## src/rtl/ssp_tx_fifo_param.sv

```systemverilog
// Parametrised SSP transmit FIFO: first-word fall-through, occupancy count, watermark interrupt,
// sticky overflow flag and synchronous flush.
module ssp_tx_fifo_param #(
  parameter int unsigned WIDTH = 8,
  parameter int unsigned DEPTH = 8,
  localparam int unsigned LW = $clog2(DEPTH + 1)
) (
  input  logic             PCLK,
  input  logic             CLEAR,
  input  logic             PSEL,
  input  logic             PWRITE,
  input  logic [WIDTH-1:0] PWDATA,
  input  logic             FLUSH,
  input  logic             OVRCLR,
  input  logic [LW-1:0]    TXTHRESH,
  input  logic             NextWord,
  output logic             ValidWord,
  output logic [WIDTH-1:0] TxData,
  output logic [LW-1:0]    TXLEVEL,
  output logic             TXFULL,
  output logic             TXOVR,
  output logic             SSPTXINTR
);

  localparam int unsigned PW = $clog2(DEPTH);

  logic [WIDTH-1:0] mem [DEPTH];
  logic [PW-1:0]    wr_ptr_q, wr_ptr_d;
  logic [PW-1:0]    rd_ptr_q, rd_ptr_d;
  logic [LW-1:0]    count_q, count_d;
  logic             ovr_q, ovr_d;
  logic             write_req, push, pop, overflow, do_push;

  // Status depends only on the count register so it cannot glitch with inputs.
  assign ValidWord = (count_q != '0);
  assign TXFULL    = (count_q == LW'(DEPTH));
  assign TXLEVEL   = count_q;
  assign SSPTXINTR = (count_q <= TXTHRESH);
  assign TXOVR     = ovr_q;
  assign TxData    = ValidWord ? mem[rd_ptr_q] : '0;

  assign write_req = PSEL && PWRITE;
  assign pop       = NextWord && ValidWord;
  assign push      = write_req && (!TXFULL || pop);
  assign overflow  = write_req && TXFULL && !pop && !FLUSH;
  assign do_push   = push && !FLUSH && !CLEAR;

  always_comb begin
    wr_ptr_d = wr_ptr_q;
    rd_ptr_d = rd_ptr_q;
    count_d  = count_q;
    ovr_d    = ovr_q;
    if (FLUSH) begin
      wr_ptr_d = '0;
      rd_ptr_d = '0;
      count_d  = '0;
    end else begin
      if (push) wr_ptr_d = wr_ptr_q + PW'(1);
      if (pop)  rd_ptr_d = rd_ptr_q + PW'(1);
      if (push && !pop)      count_d = count_q + LW'(1);
      else if (pop && !push) count_d = count_q - LW'(1);
    end
    // A fresh overflow beats a simultaneous clear request.
    if (overflow)    ovr_d = 1'b1;
    else if (OVRCLR) ovr_d = 1'b0;
  end

  always_ff @(posedge PCLK) begin
    if (CLEAR) begin
      wr_ptr_q <= '0;
      rd_ptr_q <= '0;
      count_q  <= '0;
      ovr_q    <= 1'b0;
    end else begin
      wr_ptr_q <= wr_ptr_d;
      rd_ptr_q <= rd_ptr_d;
      count_q  <= count_d;
      ovr_q    <= ovr_d;
    end
  end

  always_ff @(posedge PCLK) begin
    if (do_push) mem[wr_ptr_q] <= PWDATA;
  end

endmodule

```

## config.mk

```make
export PLATFORM = sky130hd
export DESIGN_NAME = ssp_tx_fifo_param
export DESIGN_NICKNAME = d
export VERILOG_FILES = /design/src/rtl/ssp_tx_fifo_param.sv
export SDC_FILE = /design/constraint.sdc
export NUM_CORES = 1
export LEC_CHECK = 0
export CORE_UTILIZATION = 51
export DETAILED_ROUTE_END_ITERATION = 16
export HOLD_SLACK_MARGIN = 0.02
export PLACE_DENSITY = 0.84
export RECOVER_POWER = 25
export SKIP_LAST_GASP = 1
export SLEW_MARGIN = 40
export SYNTH_ARGS = -nofsm -noshare
export SYNTH_HDL_FRONTEND = slang
export SYNTH_SLANG_ARGS = --single-unit
```

## constraint.sdc

```tcl
create_clock -name PCLK -period 4.4 [get_ports PCLK]
set_clock_uncertainty 0.05 [all_clocks]
set_input_delay 0.44 -clock PCLK [delete_from_list [all_inputs] [get_ports PCLK]]
set_output_delay 0.44 -clock PCLK [all_outputs]
set_load 0.02 [all_outputs]
```

== Word level (Yosys, flattened, before mapping) ==
Memories as Yosys holds them, arrays and structs flattened. A register that Yosys moved wholly into a read port is not among the register bits.
Index checks and enable logic that the tools add are counted.
W data, S select, Z words.
Word-level totals
  register bits: 11
  bits in writable memories: 64
  bits of input ports: 19
  output and inout port bits: 16
  memories kept: 1
Operators by class
  add/sub/neg operators: 4
  $lt $le $gt $ge: 1
  equality and inequality tests: 1
  mux-type cells: 9
  reductions and logical operators: 20
Memory list
  mem: words 8, width 8, rd ports 1, clocked after memory_dff 1, wr ports 1, RTL line 27  | logic [WIDTH-1:0] mem [DEPTH];
Operators by type and width (count)
  $logic_and A1 B1 Y1: 10
  $mux W4: 2
  $mux W8: 1
  $add A3 B1 Y3 const B: 2
  $mux W3: 2
  $logic_not A1 Y1: 5
  $add A4 B1 Y4 const B: 1
  $eq A4 B4 Y1 const B: 1
  $le A4 B4 Y1: 1
  $mux W1: 4
  $reduce_bool A2 Y1: 2
  $reduce_bool A4 Y1: 1
  $sub A4 B1 Y4 const B: 1
  $reduce_or A2 Y1: 1
  $logic_or A1 B1 Y1: 1

== Logic depth before layout (Yosys ltp) ==
Gate-level depths: netlist (run 1).
  depth after elaboration: 8
  depth in mapped cells: 11

== Least setup slack after synthesis (run 1) ==
No wires, ideal clock.
  path kind: register -> register
  start: register count_q[0], in the netlist TXLEVEL[0]
  end: register count_q[3], in the netlist TXLEVEL[3]
  library setup time: 0.057 ns
  arrival time: 2.454 ns
  data required time: 4.293 ns
  path slack: 1.839 ns
  cell stages (with the launch flop): 11
  cells stage by stage: dfxtp_1 nor4_4 inv_4 nand2_4 ha_1 inv_1 ha_1 nand3_1 a211o_1 a211oi_1 a31o_2
Between the ends
  longest elaborated chain between the ends: 7
Ends and longest elaborated chain
  start, declared: RTL line 30  | logic [LW-1:0] count_q, count_d;
  start signal, assigned: RTL line 77  | count_q <= count_d;
  $reduce_bool A4 Y1 *: RTL line 35  | assign ValidWord = (count_q != '0);
  via ValidWord: RTL line 17  | output logic ValidWord,
  $logic_and A1 B1 Y1 *: RTL line 43  | assign pop = NextWord && ValidWord;
  $logic_or A1 B1 Y1: RTL line 44  | assign push = write_req && (!TXFULL || pop);
  $logic_and A1 B1 Y1: RTL line 44
  $logic_not A1 Y1: RTL line 61  | else if (pop && !push) count_d = count_q - LW'(1);
  $logic_and A1 B1 Y1: RTL line 61
  $reduce_bool A2 Y1 (no line)
The timed path passes the listed nets; every way through them passes the cells marked *. The select of a mux whose other input is x is not followed.
A chain may end at the register's enable or synchronous reset.

==> results.md, run 1 <==
- Status: finished, final reports clean
- Placed Area: between 3000 and 4000 sq um
- Worst rel slew slack: 0.481
- Peak supply drop: about 0.00022 V
- Final-layout fill cell count: 457
- Top FF cell, synth: edfxtp_1
- Core Area: 6310 sq um
- Synth Area in Compound Gates: 0.0308
- Cell taking the most area after synthesis: edfxtp_1
- Post-Route WL: ~6000 um
- Synthesized area per cell: 16.7 sq um
- Port bufs: 34
- Synth area leaders: edfxtp_1 (58%), dfxtp_1 (8.4%), mux4_2 (8.1%), ha_1 (3.4%), mux4_1 (3.2%)
- Ys async rst share: 0
- Int Pwr: 1.21 mW
- Setup tns final: 0 ns
- CTS resizes: 0
- Type of the worst setup path: flip-flop to output pin
- CTS Root Buffer Type: clkbuf_8
- Worst-path clk slew: around 0.07 ns
- First-pass GRT wire length: 9290 um
- Pleak: 1.32 nW
- FF+latch count, synth: between 70 and 80
- Post-synthesis xor/xnor area fraction: 0.0154
- Multiplexer area fraction after synthesis: 0.140
- CTS tree: done
- WL/cell: 18.3 um
- Post-layout min period: 2.91 ns
- Post-Synth Simple-Gate Area: 0.0778
- Post-synth EDFFs: 64
- Critical path startpoint category: flip-flop
- Top-count cell post-synth: edfxtp_1
- Fmax: between 300 and 400 MHz
- # hold bufs at CTS: 0
- CTS Buf Count: 9
- Clock Power Share: 0.359
- Data arrival, critical path: 2.42 ns
- Critical path peak fanout: 16
- Clk_lat worst skew: between 0.3 and 0.4 ns
- Largest net degree at the start of global routing: 17
- Net Count, Synth: 228
- Worst Path Required: 3.91 ns
- Largest family of logic cells by synthesized area: multiplexers
- RSZ-0062 raised after global routing: no
- P_sw: 362 uW
- Synth Cell Area: ~3300 sq um
- Post-CTS Setup Repair Bufs: 0
- Yosys cell types: 40
- Die Span X: 82.8 um
- GRT Total Usage: 0.197
- H-tree Lvls: 3
- Fin worst setup slack: roughly 1.5 ns
- Clock sink count: 78
- DIE AREA: 6850 sq um
- Post-Syn Instances: 199
- Register area share after synthesis: 0.662
- Total Power: 1.58 mW
- Maxcap violations: 0
- PwrDens: ~400 nW/um^2
- Most frequent cells after synthesis: edfxtp_1 (64), nor2_1 (22), dfxtp_1 (14), mux4_2 (12)
- Drc violations: 0
- DR vias: between 1500 and 2000
- Setup violators final: 0
- Adder-cell share of the synthesized area: 0.0398
- Initial core utilization: 0.527
- CTS Buffer Depth: 2
- Placer congestion estimate: 0.780
- Antenna cell count: 0
- Post-synth top area share: 0.577
- Total gr overflow: 0
- Antenna-violating nets left: 0
- Design Area, Final: 3960 sq um
- Place WS: about 1.4 ns
- Number of global-route vias before repair: 1786
- Net Sw Frac: 0.230
- # rows: 29
- Tightest Hold Check Type: flip-flop to flip-flop
- Initial antenna violation count: 0
- Vias per std cell: 5.68
- Drt initial violations: 172
- Actual slew at the worst max-slew pin: 0.775 ns
- Final count of hold timing violations: 0
- Die H: 82.8 um
- Comb pwr share: 0.124
- Sequential share of power: 0.517
- Ports: 35
- Final Max Slew Viols: 0
- Syn. warnings: 0
- Area Growth Syn to Fin: 18.9%
- Detailed placement HPWL: 3920 um
- Fin nets: 271
- Ratio of cells with drive above 1 in the final layout: 0.178
- First-pass DRT Iterations: 4
- Final worst-path cycle share: 0.662
- CP endpoint kind: output pin
-- routing by layer --
metal / vias up / routed length, um / global-route usage
met5: - / 0 / 0
met4: 0 / 113 / 0.0897
met3: 8 / 261 / 0.0481
met2: 50 / 2930 / 0.290
met1: 930 / 2630 / 0.276
li1: 853 / - / -
-- final cells by class --
type,count,area (sq um),share of cell area
clock buffer,10,128,0.0323
inverter,9,36.3,0.00917
tap,77,96.3,0.0244
clock inverter,6,86.3,0.0218
multi-input combinational,104,1020,0.258
sequential,78,2200,0.557
timing repair buffer,40,385,0.0974
-- path summary, 6_finish.rpt --
path,start,to,slack [ns],cells after the start
worst max-delay path,flip-flop,TxData[6],1.49,4
worst min-delay path,rd_ptr_q[1],rd_ptr_q[1],0.44,2
worst max register to register,TXLEVEL[0],TXLEVEL[3],1.55,10
worst min register to register,rd_ptr_q[1],rd_ptr_q[1],0.44,2
-- layout by cell type, fill, tap and decap left out, types with 2 or more instances in the layout --
cell type / Yosys / layout
edfxtp_1: 64 / 64
clkdlybuf4s50_1: 0 / 28
nor2_1: 22 / 21
dfxtp_1: 14 / 14
mux4_2: 12 / 12
mux2i_1: 9 / 9
ha_1: 9 / 9
clkbuf_8: 1 / 9
nand3_1: 8 / 8
inv_1: 7 / 7
dlygate4sd3_1: 0 / 6
buf_4: 2 / 6
nand2_1: 5 / 5
mux4_1: 4 / 4
nor3_1: 4 / 4
and2_1: 3 / 3
xor2_1: 3 / 3
nor4_1: 2 / 2
o21a_1: 2 / 2
o21ai_0: 2 / 2
a21oi_1: 2 / 2
a31o_2: 2 / 2
bufinv_16: 0 / 2
clkinv_2: 0 / 2
-- metrics by stage --
step | hold WS (ns) | util | instances
3_5_place_dp | 0.433 | 0.593 | 308
5_1_grt | 0.468 | 0.627 | 324
4_1_cts | 0.443 | 0.627 | 324
6_report | 0.437 | 0.627 | 324
2_1_floorplan | 0.409 | - | 199
3_3_place_gp | 0.419 | 0.591 | 308
-- critical path: stages, from the launching register on --
cell,delay (ns)
dfxtp_1,0.79
mux4_2,0.44
mux2i_1,0.22
nor2_1,0.06
clkdlybuf4s50_1,0.57
-- kinds of logic (layout without fill, tap and decap cells) --
kind of cell               count (synthesis)  after routing
AOI/OAI and AO/OA                         14             14
buffers and inverters                     17             65
muxes                                     25             25
DFF                                       78             78
xor gates and xnor gates                   5              5
and+or+nand+nor                           50             50
adders and majority gates                 10             10
-- state kept, by name, summed over array words and instances, names as in the netlist, named ones only --
register,flops
TXLEVEL,4
TXOVR,1
mem,64
rd_ptr_q,3
wr_ptr_q,3
-- power groups by stage --
stage | combinational, mW | clock (mW) | sequential (mW)
floorplan | 0.115 | 0 | 0.834
global placement | 0.192 | 0 | 0.832
CTS | 0.200 | 0.580 | 0.815
global route | 0.214 | 0.612 | 0.816
finish | 0.195 | 0.566 | 0.815
detailed placement | 0.199 | 0 | 0.832
No activity file was read; power rests on OpenSTA's default activity.
==> run 2: changes to the inputs <==
- clock period: 4.4 -> 2.9 ns (I/O delays scaled with it)
==> run 2 against run 1 <==
Critical path depth is 1 higher. Global-route usage decreased by 1.1 points. Count of clock-buffer cells in the layout unchanged. Total power grew 53%. Sequential share of layout area shrank 0.57 points. Cell count is 2.2% higher. Sequential power is 51% higher. Largest power group unchanged. Routed wire length increased by 0.79%. Via count is 0.16% higher. Combinational power increased by 61%. Design area is 1.0% higher. Setup slack worse by 1.2 ns.
==> results.md, run 2 (synthesis gave the netlist of run 1 again) <==
- Status: finished, final reports clean (unchanged)
- Largest Register: mem (unchanged)
- Area Growth Syn to Fin: 20.1% (was 18.9%)
- Detailed placement HPWL: 3980 um (was 3920 um)
- DIE AREA: 6850 sq um (unchanged)
- Largest net degree at the start of global routing: 17 (unchanged)
- Port bufs: 34 (unchanged)
- WL/cell: 18.0 um (was 18.3 um)
- Die H: 82.8 um (unchanged)
- Commonest cells after routing, fill and taps aside: edfxtp_1 (64), clkdlybuf4s50_1 (29), nor2_1 (22) (was edfxtp_1 (64), clkdlybuf4s50_1 (28), nor2_1 (21))
- Setup violators final: 0 (unchanged)
- Drt initial violations: 120 (was 172)
- Ports: 35 (unchanged)
- Antenna cell count: 0 (unchanged)
- Post-layout min period: roughly 2.6 ns
- Total Power: 2.41 mW (was 1.58 mW)
- Final worst-path cycle share: 0.913
- Critical path startpoint category: flip-flop (unchanged)
- Clock sink count: 78 (unchanged)
- Clk_lat worst skew: 0.34 ns (about the same)
- # hold bufs at CTS: 0 (unchanged)
- CP endpoint kind: output pin (unchanged)
- Worst-path clk slew: 0.07 ns (about the same)
- Antenna-violating nets left: 0 (unchanged)
- Post-CTS Setup Repair Bufs: 0 (unchanged)
- Tightest Hold Check Type: flip-flop to flip-flop (unchanged)
- DR vias: 1844 (was 1841)
- Actual slew at the worst max-slew pin: 0.554 ns (was 0.775 ns)
- Worst rel slew slack: 0.630 (was 0.481)
- CTS Buf Count: 9 (unchanged)
- Data arrival, critical path: 2.31 ns (was 2.42 ns)
- # rows: 29 (unchanged)
- CTS Root Buffer Type: clkbuf_8 (unchanged)
- Number of global-route vias before repair: 1730 (was 1786)
- Pleak: 1.35 nW (was 1.32 nW)
- Placer congestion estimate: 0.798 (was 0.780)
- Cells along the critical path: buf_4 -> mux4_1 -> mux2i_1 -> nor2_1 -> clkdlybuf4s50_1 (was mux4_2 -> mux2i_1 -> nor2_1 -> clkdlybuf4s50_1)
- Drc violations: 0 (unchanged)
- Slowest cell delay on critical path: 0.63 ns (was 0.79 ns)
- RSZ-0062 raised after global routing: no (unchanged)
- Fmax: 378 MHz
- CTS resizes: 0 (unchanged)
- First-pass DRT Iterations: 4 (unchanged)
- Post-Route WL: 5970 um (was 5930 um)
- Total gr overflow: 0 (unchanged)
- Die Span X: 82.8 um (unchanged)
- Vias per std cell: 5.57 (was 5.68)
- GRT Total Usage: 0.186 (was 0.197)
- Maxcap violations: 0 (unchanged)
- First-pass GRT wire length: 8690 um (was 9290 um)
- Worst Path Required: 2.56 ns (was 3.91 ns)
- Final count of hold timing violations: 0 (unchanged)
- Fin nets: 278 (was 271)
- PwrDens: 603 nW/um^2 (was 398 nW/um^2)
- CTS Buffer Depth: 2 (unchanged)
- Final Max Slew Viols: 0 (unchanged)
- Crit-path leading delay family: buffers and inverters (was flip-flops)
- Type of the worst setup path: flip-flop to output pin (unchanged)
- Final-layout fill cell count: 460 (was 457)
- Commonest non-fill, non-tap cell in the layout: edfxtp_1 (unchanged)
- WP buf/inv: 2 (was 1)
- Ratio of cells with drive above 1 in the final layout: 0.197 (was 0.178)
- Initial core utilization: 0.527 (unchanged)
- Critical path peak fanout: 16 (unchanged)
- CTS tree: done (unchanged)
- Core Area: 6310 sq um (unchanged)
- H-tree Lvls: 3 (unchanged)
- Slowest library cell on the worst path: mux4_1 (was dfxtp_1)
- Peak supply drop: 0.000300 V (was 0.000223 V)
- Setup tns final: 0 ns (unchanged)
- Final core utilization: 0.633 (was 0.627)
- Max reg flops: 64 (unchanged)
- Initial antenna violation count: 0 (unchanged)
==> run 2: cell count changes in the layout (fill, tap and decap cells not counted) <==
cell | previous run | this run
nor2_2 | 1 | 0
dlygate4sd3_1 | 6 | 5
clkdlybuf4s50_1 | 28 | 29
nor2_1 | 21 | 22
nor4b_2 | 0 | 1
buf_4 | 6 | 13
nor4b_4 | 1 | 0
==> run 2: worst reg2reg max path: cells and delay by family (launching register included) <==
family                   cells  cell delay, ns
buffers and inverters        2            0.19
adder cells (fa/ha/maj)      2            0.47
AO/OA/AOI/OAI                5            1.05
flip-flops                   1            0.38
AND/OR/NAND/NOR              1            0.34
==> run 2: area by class of cell <==
class | count | area, sq um | share of cell area
flip-flops and latches | 78 | 2200 | 0.551
multi-input cells | 104 | 1010 | 0.253
repair buffers | 47 | 438 | 0.110
clock buffers | 10 | 128 | 0.0319
well taps | 77 | 96.3 | 0.0241
clock inverters | 6 | 86.3 | 0.0216
inverters | 9 | 36.3 | 0.00908
==> run 2: power by group <==
part / total, mW / switching, mW / leakage (nW) / internal (mW)
Combinational: 0.313 / 0.164 / 0.557 / 0.149
Clock: 0.866 / 0.383 / 0.106 / 0.483
Sequential: 1.23 / 0.0117 / 0.689 / 1.22
Total: 2.41 / 0.558 / 1.35 / 1.85
==> run 2: per-stage QoR <==
stage	hold slack (ns)	cell area [sq um]	instances	setup slack, ns
after floorplan	0.312	3330	199	0.339
after global placement	0.426	3780	315	0.192
after detailed placement	0.444	3780	315	0.117
after CTS	0.454	4000	331	0.219
after global routing	0.469	4000	331	0.133
final	0.458	4000	331	0.252
==> run 2: metal layers <==
| metal | track usage | part of all wire |
|---|---|---|
| met1 | 0.235 | 0.44 |
| met2 | 0.307 | 0.50 |
| met3 | 0.0361 | 0.037 |
| met4 | 0.0879 | 0.019 |
| met5 | 0 | 0 |
==> run 2: final timing paths <==
check / start / to / slack [ns] / cells after the start
hold reg to reg: rd_ptr_q[1] / flip-flop / 0.46 / 2
setup / recovery: flip-flop / TxData[7] / 0.25 / 5
hold / removal: rd_ptr_q[1] / flip-flop / 0.46 / 2
setup reg to reg: TXLEVEL[2] / TXLEVEL[3] / 0.32 / 10
==> run 3: changes to the inputs <==
- SLEW_MARGIN: 40 -> 10
==> results of run 3 <==
Final layout, timing and power as in run 2 (identical DEF).
